File: src/rtl/pdua_pkg.sv
// Shared definitions for the PDUA multi-cycle ALU: operation codes and FSM states.
// Optional multiplier support is selected by the PDUA_ALU_MUL_EN macro.
package pdua_pkg;

   localparam logic [3:0] OP_ADD   = 4'd0;
   localparam logic [3:0] OP_SUB   = 4'd1;
   localparam logic [3:0] OP_AND   = 4'd2;
   localparam logic [3:0] OP_OR    = 4'd3;
   localparam logic [3:0] OP_XOR   = 4'd4;
   localparam logic [3:0] OP_NOT   = 4'd5;
   localparam logic [3:0] OP_PASSB = 4'd6;
   localparam logic [3:0] OP_PASSA = 4'd7;
   localparam logic [3:0] OP_SHL   = 4'd8;
   localparam logic [3:0] OP_SHR   = 4'd9;
   localparam logic [3:0] OP_SAR   = 4'd10;
   localparam logic [3:0] OP_ROL   = 4'd11;
   localparam logic [3:0] OP_MUL   = 4'd12;

   typedef enum logic [1:0] {
      ST_IDLE = 2'd0,
      ST_RUN  = 2'd1,
      ST_DONE = 2'd2
   } state_t;

   // True for the four one-bit-per-cycle shift/rotate operations.
   function automatic logic is_shift(input logic [3:0] op);
      return (op >= OP_SHL) && (op <= OP_ROL);
   endfunction

endpackage

File: src/rtl/pdua_alu_iter.sv
// Iterative datapath: one shift step or one shift-add multiply step per cycle.
// The multiply path (and its b / hi ports) exists only with PDUA_ALU_MUL_EN.
module pdua_alu_iter
   import pdua_pkg::*;
#(
   parameter int MAX_WIDTH   = 8,
   parameter int SHAMT_WIDTH = 3
) (
   input  logic                   clk,
   input  logic                   rst,
   input  logic                   load,
   input  logic                   step,
   input  logic [3:0]             op,
   input  logic [MAX_WIDTH-1:0]   a,
`ifdef PDUA_ALU_MUL_EN
   input  logic [MAX_WIDTH-1:0]   b,
   output logic [MAX_WIDTH-1:0]   hi_next,
`endif
   input  logic [SHAMT_WIDTH-1:0] shamt,
   output logic [MAX_WIDTH-1:0]   lo_next,
   output logic                   c_next,
   output logic                   last
);

   // Counter must hold either the largest shift count or MAX_WIDTH multiply steps.
   localparam int MW = $clog2(MAX_WIDTH + 1);
   localparam int CW = (MW > SHAMT_WIDTH) ? MW : SHAMT_WIDTH;

   logic [3:0]           op_reg;
   logic [MAX_WIDTH-1:0] lo_reg;
   logic [CW-1:0]        cnt_reg;
`ifdef PDUA_ALU_MUL_EN
   logic [MAX_WIDTH-1:0] hi_reg;
   logic [MAX_WIDTH-1:0] mcand_reg;
   logic [MAX_WIDTH:0]   sum;
`endif

   // Load operands on accept, then advance one step per RUN cycle.
   always_ff @(posedge clk or posedge rst) begin
      if (rst) begin
         op_reg    <= OP_ADD;
         lo_reg    <= '0;
         cnt_reg   <= '0;
`ifdef PDUA_ALU_MUL_EN
         hi_reg    <= '0;
         mcand_reg <= '0;
`endif
      end else if (load) begin
         op_reg  <= op;
         lo_reg  <= a;
         cnt_reg <= CW'(shamt);
`ifdef PDUA_ALU_MUL_EN
         hi_reg    <= '0;
         mcand_reg <= a;
         if (op == OP_MUL) begin
            lo_reg  <= b;
            cnt_reg <= CW'(MAX_WIDTH);
         end
`endif
      end else if (step) begin
         lo_reg  <= lo_next;
         cnt_reg <= cnt_reg - CW'(1);
`ifdef PDUA_ALU_MUL_EN
         hi_reg  <= hi_next;
`endif
      end
   end

   // Value after the current step; c_next is the bit leaving this step (or hi!=0 for MUL).
   always_comb begin
      lo_next = lo_reg;
      c_next  = 1'b0;
`ifdef PDUA_ALU_MUL_EN
      hi_next = hi_reg;
      sum     = '0;
`endif
      case (op_reg)
         OP_SHL: begin
            lo_next = {lo_reg[MAX_WIDTH-2:0], 1'b0};
            c_next  = lo_reg[MAX_WIDTH-1];
         end
         OP_SHR: begin
            lo_next = {1'b0, lo_reg[MAX_WIDTH-1:1]};
            c_next  = lo_reg[0];
         end
         OP_SAR: begin
            lo_next = {lo_reg[MAX_WIDTH-1], lo_reg[MAX_WIDTH-1:1]};
            c_next  = lo_reg[0];
         end
         OP_ROL: begin
            lo_next = {lo_reg[MAX_WIDTH-2:0], lo_reg[MAX_WIDTH-1]};
            c_next  = lo_reg[MAX_WIDTH-1];
         end
`ifdef PDUA_ALU_MUL_EN
         OP_MUL: begin
            sum = {1'b0, hi_reg} + (lo_reg[0] ? {1'b0, mcand_reg} : {(MAX_WIDTH+1){1'b0}});
            {hi_next, lo_next} = {sum, lo_reg[MAX_WIDTH-1:1]};
            c_next = |hi_next;
         end
`endif
         default: ;
      endcase
   end

   assign last = (cnt_reg == CW'(1));

endmodule

File: src/rtl/pdua_alu_mc.sv
// PDUA multi-cycle ALU: decode, IDLE/RUN/DONE control, result and flag registers.
// Define PDUA_ALU_MUL_EN to include the shift-add unsigned multiplier (selop 12).
module pdua_alu_mc
   import pdua_pkg::*;
#(
   parameter int MAX_WIDTH   = 8,
   parameter int SHAMT_WIDTH = 3
) (
   input  logic                   clk,
   input  logic                   rst,
   input  logic                   start,
   input  logic [3:0]             selop,
   input  logic [SHAMT_WIDTH-1:0] shamt,
   input  logic                   enaf,
   input  logic [MAX_WIDTH-1:0]   a,
   input  logic [MAX_WIDTH-1:0]   b,
   output logic                   busy,
   output logic                   done,
   output logic [MAX_WIDTH-1:0]   result,
   output logic [MAX_WIDTH-1:0]   result_hi,
   output logic                   C,
   output logic                   N,
   output logic                   P,
   output logic                   Z
);

   state_t state_reg, state_next;

   logic                 single, accept, load_iter, step_iter, finish_iter;
   logic [MAX_WIDTH:0]   ext;
   logic [MAX_WIDTH-1:0] s_res, it_lo, fin_res;
   logic                 s_c, it_c, it_last, fin_c, fin_en, upd;
   logic                 enaf_reg;
   logic [MAX_WIDTH-1:0] result_reg;
   logic                 c_reg, n_reg, p_reg, z_reg;
`ifdef PDUA_ALU_MUL_EN
   logic [MAX_WIDTH-1:0] it_hi, fin_hi, result_hi_reg;
`endif

   // Ops that finish in one cycle: everything except non-zero shifts (and MUL when built in).
   always_comb begin
      single = 1'b1;
      if (is_shift(selop)) single = (shamt == '0);
`ifdef PDUA_ALU_MUL_EN
      if (selop == OP_MUL) single = 1'b0;
`endif
   end

   // Single-cycle result and carry straight from the start-time operands.
   always_comb begin
      ext   = '0;
      s_res = a;
      s_c   = 1'b0;
      case (selop)
         OP_ADD: begin
            ext   = {1'b0, a} + {1'b0, b};
            s_res = ext[MAX_WIDTH-1:0];
            s_c   = ext[MAX_WIDTH];
         end
         OP_SUB: begin
            ext   = {1'b0, a} - {1'b0, b};
            s_res = ext[MAX_WIDTH-1:0];
            s_c   = ext[MAX_WIDTH];
         end
         OP_AND:   s_res = a & b;
         OP_OR:    s_res = a | b;
         OP_XOR:   s_res = a ^ b;
         OP_NOT:   s_res = ~a;
         OP_PASSB: s_res = b;
         default:  s_res = a;
      endcase
   end

   // State register.
   always_ff @(posedge clk or posedge rst) begin
      if (rst) state_reg <= ST_IDLE;
      else     state_reg <= state_next;
   end

   // Next state and datapath strobes; start is only looked at outside RUN.
   always_comb begin
      state_next  = state_reg;
      accept      = 1'b0;
      load_iter   = 1'b0;
      step_iter   = 1'b0;
      finish_iter = 1'b0;
      case (state_reg)
         ST_IDLE, ST_DONE: begin
            state_next = ST_IDLE;
            if (start) begin
               accept = 1'b1;
               if (single) begin
                  state_next = ST_DONE;
               end else begin
                  state_next = ST_RUN;
                  load_iter  = 1'b1;
               end
            end
         end
         ST_RUN: begin
            step_iter = 1'b1;
            if (it_last) begin
               finish_iter = 1'b1;
               state_next  = ST_DONE;
            end
         end
         default: state_next = ST_IDLE;
      endcase
   end

   pdua_alu_iter #(
      .MAX_WIDTH  (MAX_WIDTH),
      .SHAMT_WIDTH(SHAMT_WIDTH)
   ) u_iter (
      .clk    (clk),
      .rst    (rst),
      .load   (load_iter),
      .step   (step_iter),
      .op     (selop),
      .a      (a),
`ifdef PDUA_ALU_MUL_EN
      .b      (b),
      .hi_next(it_hi),
`endif
      .shamt  (shamt),
      .lo_next(it_lo),
      .c_next (it_c),
      .last   (it_last)
   );

   // Select what gets written at the edge entering DONE.
   always_comb begin
      upd     = (accept && single) || finish_iter;
      fin_res = (accept && single) ? s_res : it_lo;
      fin_c   = (accept && single) ? s_c   : it_c;
      fin_en  = (accept && single) ? enaf  : enaf_reg;
`ifdef PDUA_ALU_MUL_EN
      fin_hi  = (accept && single) ? '0    : it_hi;
`endif
   end

   // Result and flag registers; flags change only on completion with enaf set.
   always_ff @(posedge clk or posedge rst) begin
      if (rst) begin
         enaf_reg   <= 1'b0;
         result_reg <= '0;
         c_reg      <= 1'b0;
         n_reg      <= 1'b0;
         p_reg      <= 1'b0;
         z_reg      <= 1'b0;
`ifdef PDUA_ALU_MUL_EN
         result_hi_reg <= '0;
`endif
      end else begin
         if (load_iter) enaf_reg <= enaf;
         if (upd) begin
            result_reg <= fin_res;
`ifdef PDUA_ALU_MUL_EN
            result_hi_reg <= fin_hi;
`endif
            if (fin_en) begin
               c_reg <= fin_c;
               n_reg <= fin_res[MAX_WIDTH-1];
               z_reg <= (fin_res == '0);
               p_reg <= !fin_res[MAX_WIDTH-1] && (fin_res != '0);
            end
         end
      end
   end

   assign busy   = (state_reg == ST_RUN);
   assign done   = (state_reg == ST_DONE);
   assign result = result_reg;
`ifdef PDUA_ALU_MUL_EN
   assign result_hi = result_hi_reg;
`else
   assign result_hi = '0;
`endif
   assign C = c_reg;
   assign N = n_reg;
   assign P = p_reg;
   assign Z = z_reg;

endmodule
File: config.mk
export PLATFORM = sky130hd
export DESIGN_NAME = pdua_alu_mc
export DESIGN_NICKNAME = d
export VERILOG_FILES = /design/src/rtl/pdua_pkg.sv /design/src/rtl/pdua_alu_iter.sv /design/src/rtl/pdua_alu_mc.sv
export SDC_FILE = /design/constraint.sdc
export NUM_CORES = 1
export LEC_CHECK = 0
export CAP_MARGIN = 20
export CORE_AREA = 2 2 83 85
export CTS_BUF_LIST = sky130_fd_sc_hd__clkbuf_2 sky130_fd_sc_hd__clkbuf_4 sky130_fd_sc_hd__clkbuf_8
export DETAILED_ROUTE_END_ITERATION = 6
export DIE_AREA = 0 0 85 87
export GPL_TIMING_DRIVEN = 0
export PLACE_DENSITY = 0.78
export SYNTH_ARGS = -nofsm -noshare
export SYNTH_HDL_FRONTEND = slang
export SYNTH_SLANG_ARGS = --single-unit
File: constraint.sdc
create_clock -name clk -period 2.2 [get_ports clk]
set_clock_uncertainty 0.15 [all_clocks]
set_input_delay 0.22 -clock clk [delete_from_list [all_inputs] [get_ports clk]]
set_output_delay 0.22 -clock clk [all_outputs]
set_load 0.01 [all_outputs]
## After elaboration in Yosys (flattened, before gate mapping)

Cells that the tools add are included.

| word-level totals | value |
|---|---|
| register bits after elaboration | 31 |
| bits in latches | 0 |
| RAM bits | 0 |
| ROM bits | 0 |
| input port bits | 27 |
| output and inout bits | 22 |
| logic and storage cells | 72 |
| memories | 0 |

| cells by class | value |
|---|---|
| add/subtract/negate cells | 3 |
| $mul | 0 |
| divide/modulo/power cells | 0 |
| $lt $le $gt $ge | 2 |
| eq/ne operators | 14 |
| shift-type cells | 0 |
| muxes and demuxes | 24 |
| bitwise operators | 4 |
| reduce and logical (&&, ||, !) cells | 15 |

Operator list:

| operator | count |
|---|---|
| $pmux W8 S7 | 1 |
| $pmux W8 S4 | 1 |
| $mux W8 | 3 |
| $eq A4 B4 Y1 const B | 4 |
| $eq A4 B3 Y1 const B | 3 |
| $mux W1 | 11 |
| $add A8 B8 Y9 | 1 |
| $sub A8 B8 Y9 | 1 |
| $and A8 B8 Y8 | 1 |
| $eq A4 B1 Y1 const B | 2 |
| $eq A4 B2 Y1 const B | 2 |
| $logic_not A8 Y1 | 1 |
| $mux W4 | 2 |
| $not A8 Y8 | 1 |
| $or A8 B8 Y8 | 1 |
| $reduce_bool A8 Y1 | 1 |
| $xor A8 B8 Y8 | 1 |
| $mux W2 | 3 |
| $reduce_or A2 Y1 | 3 |
| $ge A4 B4 Y1 const B | 1 |
| $le A4 B4 Y1 const B | 1 |
| $logic_not A4 Y1 | 1 |
| $pmux W1 S2 | 2 |
| $pmux W2 S2 | 1 |
| other kinds (11) | 13 |

## Depth between registers and ports, before layout

| logic depth | value |
|---|---|
| depth in word-level cells | 7 |
| mapped depth | 10 |
| gate-level depth less buffers | 10 |

## Cells and area by module

Synthesis repeated with hierarchy kept, for this count alone.

| second synthesis, totals | value |
|---|---|
| cells, all modules | 401 |
| area total of the unflattened synthesis | 3,293.2 µm² |

Modules (own cells, without submodules):

| module | instances | cells an instance | area each (µm²) | seq. area each (µm²) |
|---|---|---|---|---|
| pdua_alu_mc | 1 | 290 | 2,308.5 | 375.4 |
| pdua_alu_iter | 1 | 111 | 984.7 | 400.4 |

## Worst setup path before layout

Ideal clock, no wire load.

| timing path | value |
|---|---|
| kind | in2reg |
| from | in a[0] |
| to | reg p_reg (netlist: P) |
| library setup time | 0.121 ns |
| data arrival time | 2.252 ns |
| data required time | 1.929 ns |
| setup slack | -0.323 ns |
| stages on the path | 10 |
| buffers on the path | 0 |
| cells stage by stage | inv_1 -> ha_1 -> fa_1 -> and2_1 -> o31ai_1 -> a2111oi_2 -> o22ai_1 -> nor4_1 -> nand4_1 -> a32o_2 |

| between the ends | value |
|---|---|
| cells in the longest elaborated chain, start to end | 5 |
| elaborated cells on any way between the ends | 11 |
| those cells by class | 2 x add/sub; 2 x mux; 4 x bitwise; 3 x reduce/logical |

Ends and longest elaborated chain:

| element | RTL line | RTL |
|---|---|---|
| start: declaration | pdua_alu_mc.sv:15 | `input logic [MAX_WIDTH-1:0] a,` |
| $sub A8 B8 Y9 (tied with other cells) | pdua_alu_mc.sv:61 | `ext = {1'b0, a} - {1'b0, b};` |
| $pmux W8 S7 (*) | pdua_alu_mc.sv:54 | `case (selop)` |
| $mux W8 (*) | pdua_alu_mc.sv:134 | `fin_res = (accept && single) ? s_res : it_lo;` |
| $reduce_bool A8 Y1 / $logic_not A1 Y1 (equally long branches) | pdua_alu_mc.sv:165 | `p_reg <= !fin_res[MAX_WIDTH-1] && (fin_res != '0);` |
| $logic_and A1 B1 Y1 (*) | pdua_alu_mc.sv:165 |  |
| end signal: assignment | pdua_alu_mc.sv:165 |  |
| end: declaration | pdua_alu_mc.sv:35 | `logic c_reg, n_reg, p_reg, z_reg;` |

Mark *: on every way between the ends. The rest lies on a longest branch, timed or not.
A chain may end at the register's enable or synchronous reset.

## Worst setup path after layout

| timing path | value |
|---|---|
| from | in start |
| to | reg p_reg (netlist: P) |

| between the ends | value |
|---|---|
| cells in the longest elaborated chain, start to end | 6 |
| elaborated cells on any way between the ends | 10 |
| those cells by class | 4 x mux; 6 x reduce/logical |

Ends and longest elaborated chain:

| element | RTL line | RTL |
|---|---|---|
| start: declaration | pdua_alu_mc.sv:11 | `input logic start,` |
| $mux W1 (*) | pdua_alu_mc.sv:90 | `if (start) begin` |
| $mux W1 (*) | pdua_alu_mc.sv:87 | `case (state_reg)` |
| $logic_and A1 B1 Y1 (*) | pdua_alu_mc.sv:133, pdua_alu_mc.sv:134, pdua_alu_mc.sv:136 |  |
| $mux W8 | pdua_alu_mc.sv:134 |  |
| $reduce_bool A8 Y1 / $logic_not A1 Y1 (equally long branches) | pdua_alu_mc.sv:165 |  |
| $logic_and A1 B1 Y1 | pdua_alu_mc.sv:165 |  |

Marks and branches as above.

==> metrics.md <==
| Metric | Value |
|---|---|
| Result of the run | `complete, but fails checks` |
| Failing checks | `setup timing` |
| Number of enable-type register cells in the synthesized netlist | `0` |
| Total wire length after detailed routing | `9.73 mm` |
| Starting DRC count in detailed routing | `186` |
| Power Dens Cells | `816 nW/um^2` |
| Fraction of final layout cells sized beyond drive strength 1 | `35.8%` |
| Max-cap violations | `0` |
| Grt total ovfl | `0` |
| Worst-margin pin slew | `679 ps` |
| Post-route DRC violation count | `0` |
| Number of hold violations in the final report | `0` |
| Clk buf depth | `2` |
| Floorplan die area | `7400 sq um` |
| Buffer and inverter count on the worst path | `1` |
| Chip Width | `85 microns` |
| Cell with the largest stage delay on the worst path | `sky130_fd_sc_hd__clkdlybuf4s50_1` |
| Required time of the worst setup path | `2230 ps` |
| Starting Density | `49.6%` |
| Non-filler cells in the finished layout | `549` |
| Synth warnings | `0` |
| Count of final max-slew check failures | `0` |
| Routed vias/inst | `6.01` |
| Global-route wire length before repair | `15.3 mm` |
| Peak ir drop on the vdd network | `0.716 mV` |
| Worst setup EP type | `flip-flop` |
| Unrepaired setup endpoints after global routing | `true` |
| Io pins | `49` |
| Hold path start | `a[4]` |
| Clk Latency, worst-skew pair | `290 ps` |
| Number of fillers in the final layout | `524` |
| Max-slew headroom | `54.7%` |
| Max stage delay on crit path | `510 ps` |
| Worst hold-check path type | `input pin to flip-flop` |
| Maximum number of pins on one net before global-route repair | `20` |
| Share of the cycle needed by the critical path after routing | `108%` |
| Syn_area_per_cell | `8.43 sq um` |
| Worst-case setup slack after placement | `-1170 ps` |
| Post-synthesis cell area | `3260 sq um` |
| #FFs+latches synth | `31` |
| Die height | `87 microns` |
| Antenna violations before repair | `0` |
| R2R Path Start | `state_reg[0]$_DFFE_PP0P_` |
| Leakage component of the power | `1.97 nW` |
| Shortest clock period the worst path allows after layout | `2370 ps` |
| Via count | `3299` |
| Overall global routing resource usage | `25.7%` |
| HPWL after detailed placement | `7.01 mm` |
| Max Clock Freq | `0.422 GHz` |
| Routed wire per std cell | `17.7 microns` |
| Number of failing setup endpoints in the final timing report | `2` |
| Count of port buffers added during placement | `40` |
| CTS HTree Levels | `2` |
| Total clock buffers created by CTS | `5` |
| Startpoint type of the worst setup path | `input pin` |
| Origin of the worst setup path | `start` |
| Async set-or-reset flop fraction in the synthesized netlist | `100%` |
| Clock transition at the registers of the reported paths | `70 ps` |
| Number of iterations in the first detailed-routing pass | `5` |
| Antenna diode count | `0` |
| Vias in the first global route | `3135` |
| CTS tree | `done` |
| Nets | `523` |
| Post-route antenna net violation count | `0` |
| Synthesized instance count | `386` |
| Commonest non-fill, non-tap cell in the layout | `sky130_fd_sc_hd__buf_4` |
| Post-Route Utilization | `70.2%` |
| Top FF cell, synth | `sky130_fd_sc_hd__dfrtp_1` |
| Total negative slack for setup checks | `-241 ps` |
| Final Wtd Congestion | `0.922` |
| Kind of critical path | `input pin to flip-flop` |
| Number of rows created at floorplan | `30` |
| Clock Sink Count | `31` |
| Placed Cells incl. Taps | `514` |
| Ordered list of cells on the worst path | `clkdlybuf4s50_1 > or2b_4 > a2111oi_4 > or4b_4 > nand3_2 > nand4_1 > a32o_2` |
| Post-route setup slack | `-168 ps` |
| Worst path top cell family by delay | `simple AND/OR/NAND/NOR gates` |
| Clock tree root driver cell | `sky130_fd_sc_hd__clkbuf_8` |
| Share of the yosys chip area belonging to registers | `23.8%` |
| Crit-path max FO | `2` |
| Commonest cells after routing, fill and taps aside | `39 x sky130_fd_sc_hd__buf_4, 38 x sky130_fd_sc_hd__nor2_1, 29 x sky130_fd_sc_hd__dfrtp_1` |
| Smallest hold slack | `107 ps` |
| Crit path arrival time | `2400 ps` |
| Unique masters post-synth | `76` |
| Area growth from synthesis to final layout | `41.6%` |
| CORE AREA | `6570 sq um` |
[area by class of cell]
cell class	instances	area [sq um]	area share (%)
inverters	30	136	2.96
flip-flops and latches	31	778	16.9
clock buffers	5	68.8	1.49
clock inverters	3	15.0	0.326
repair buffers	71	638	13.8
well taps	80	100	2.17
plain buffers	25	228	4.94
multi-input cells	304	2650	57.4
[layer usage]
layer  GRT usage, %  vias to the layer above  wire length [microns]
met3           2.56                       26                    457
met4           8.95                        0                    276
met2           46.4                      131                   4870
li1               -                     1546                      -
met5              0                        -                      0
met1           31.8                     1596                   4130
[cell families (layout without fill, tap and decap cells)]
family	Yosys count	after routing	share of synthesized area [%]
muxes	17	17	5.57
adders and majority gates	28	28	11.2
and+or+nand+nor	129	129	20.6
DFF	31	31	23.8
buffers and inverters	58	134	9.61
AOI/OAI and AO/OA	116	116	26.9
xor gates and xnor gates	6	6	2.19
other	1	8	0.115
[worst paths after layout]
kind	end	slack [ps]	depth (start not counted)
max in group asynchronous	result[3]$_DFFE_PP0P_	1200	3
worst min-delay path	u_iter.lo_reg[4]$_DFFE_PP0P_	110	2
worst max register to register	P$_DFFE_PP0P_	-150	6
worst min register to register	result[4]$_DFFE_PP0P_	320	2
worst max-delay path	P$_DFFE_PP0P_	-170	7
min in group asynchronous	P$_DFFE_PP0P_	190	2
[stage by stage]
stage                     cell area (sq um)  total power (W)
after global routing                   4610          0.00399
final                                  4610          0.00376
after CTS                              4300          0.00342
after detailed placement               3930          0.00270
after global placement                 3900          0.00264
after floorplan                        3400          0.00210
[repair_timing]
item | 4_1_cts | 5_1_grt
hold buffers | 0 | 0
setup buffers | 18 | 13
gates cloned | 0 | 1
pin swaps | 16 | 25
endpoints found under the setup margin | 21 | 14
resized for setup | 109 | 53
[report_power, final]
| part | internal [W] | switching [W] |
|---|---|---|
| Sequential | 0.000806 | 0.000238 |
| Clock | 0.000216 | 0.000222 |
| Combinational | 0.00121 | 0.00107 |
[synthesized netlist by cell type (8+ instances only)]
master / count / area (sq um)
sky130_fd_sc_hd__a21oi_1: 18 / 90.1
sky130_fd_sc_hd__nand2_1: 23 / 86.3
sky130_fd_sc_hd__nor2b_1: 8 / 50.1
sky130_fd_sc_hd__ha_1: 26 / 325
sky130_fd_sc_hd__o211ai_1: 8 / 60.1
sky130_fd_sc_hd__dfrtp_1: 31 / 776
sky130_fd_sc_hd__mux2i_1: 11 / 110
sky130_fd_sc_hd__inv_1: 29 / 109
sky130_fd_sc_hd__nor3_1: 11 / 55.1
sky130_fd_sc_hd__o21ai_0: 20 / 100
sky130_fd_sc_hd__buf_4: 9 / 67.6
sky130_fd_sc_hd__buf_2: 11 / 55.1
sky130_fd_sc_hd__nor2_1: 41 / 154
[worst register-to-register path, delay by kind of cell, from the launching register on]
kind	cells	cell delay [ps]
and+or+nand+nor	4	1020
AOI/OAI and AO/OA	2	640
DFF	1	440
Note: power is estimated with default switching activity, not from simulation.
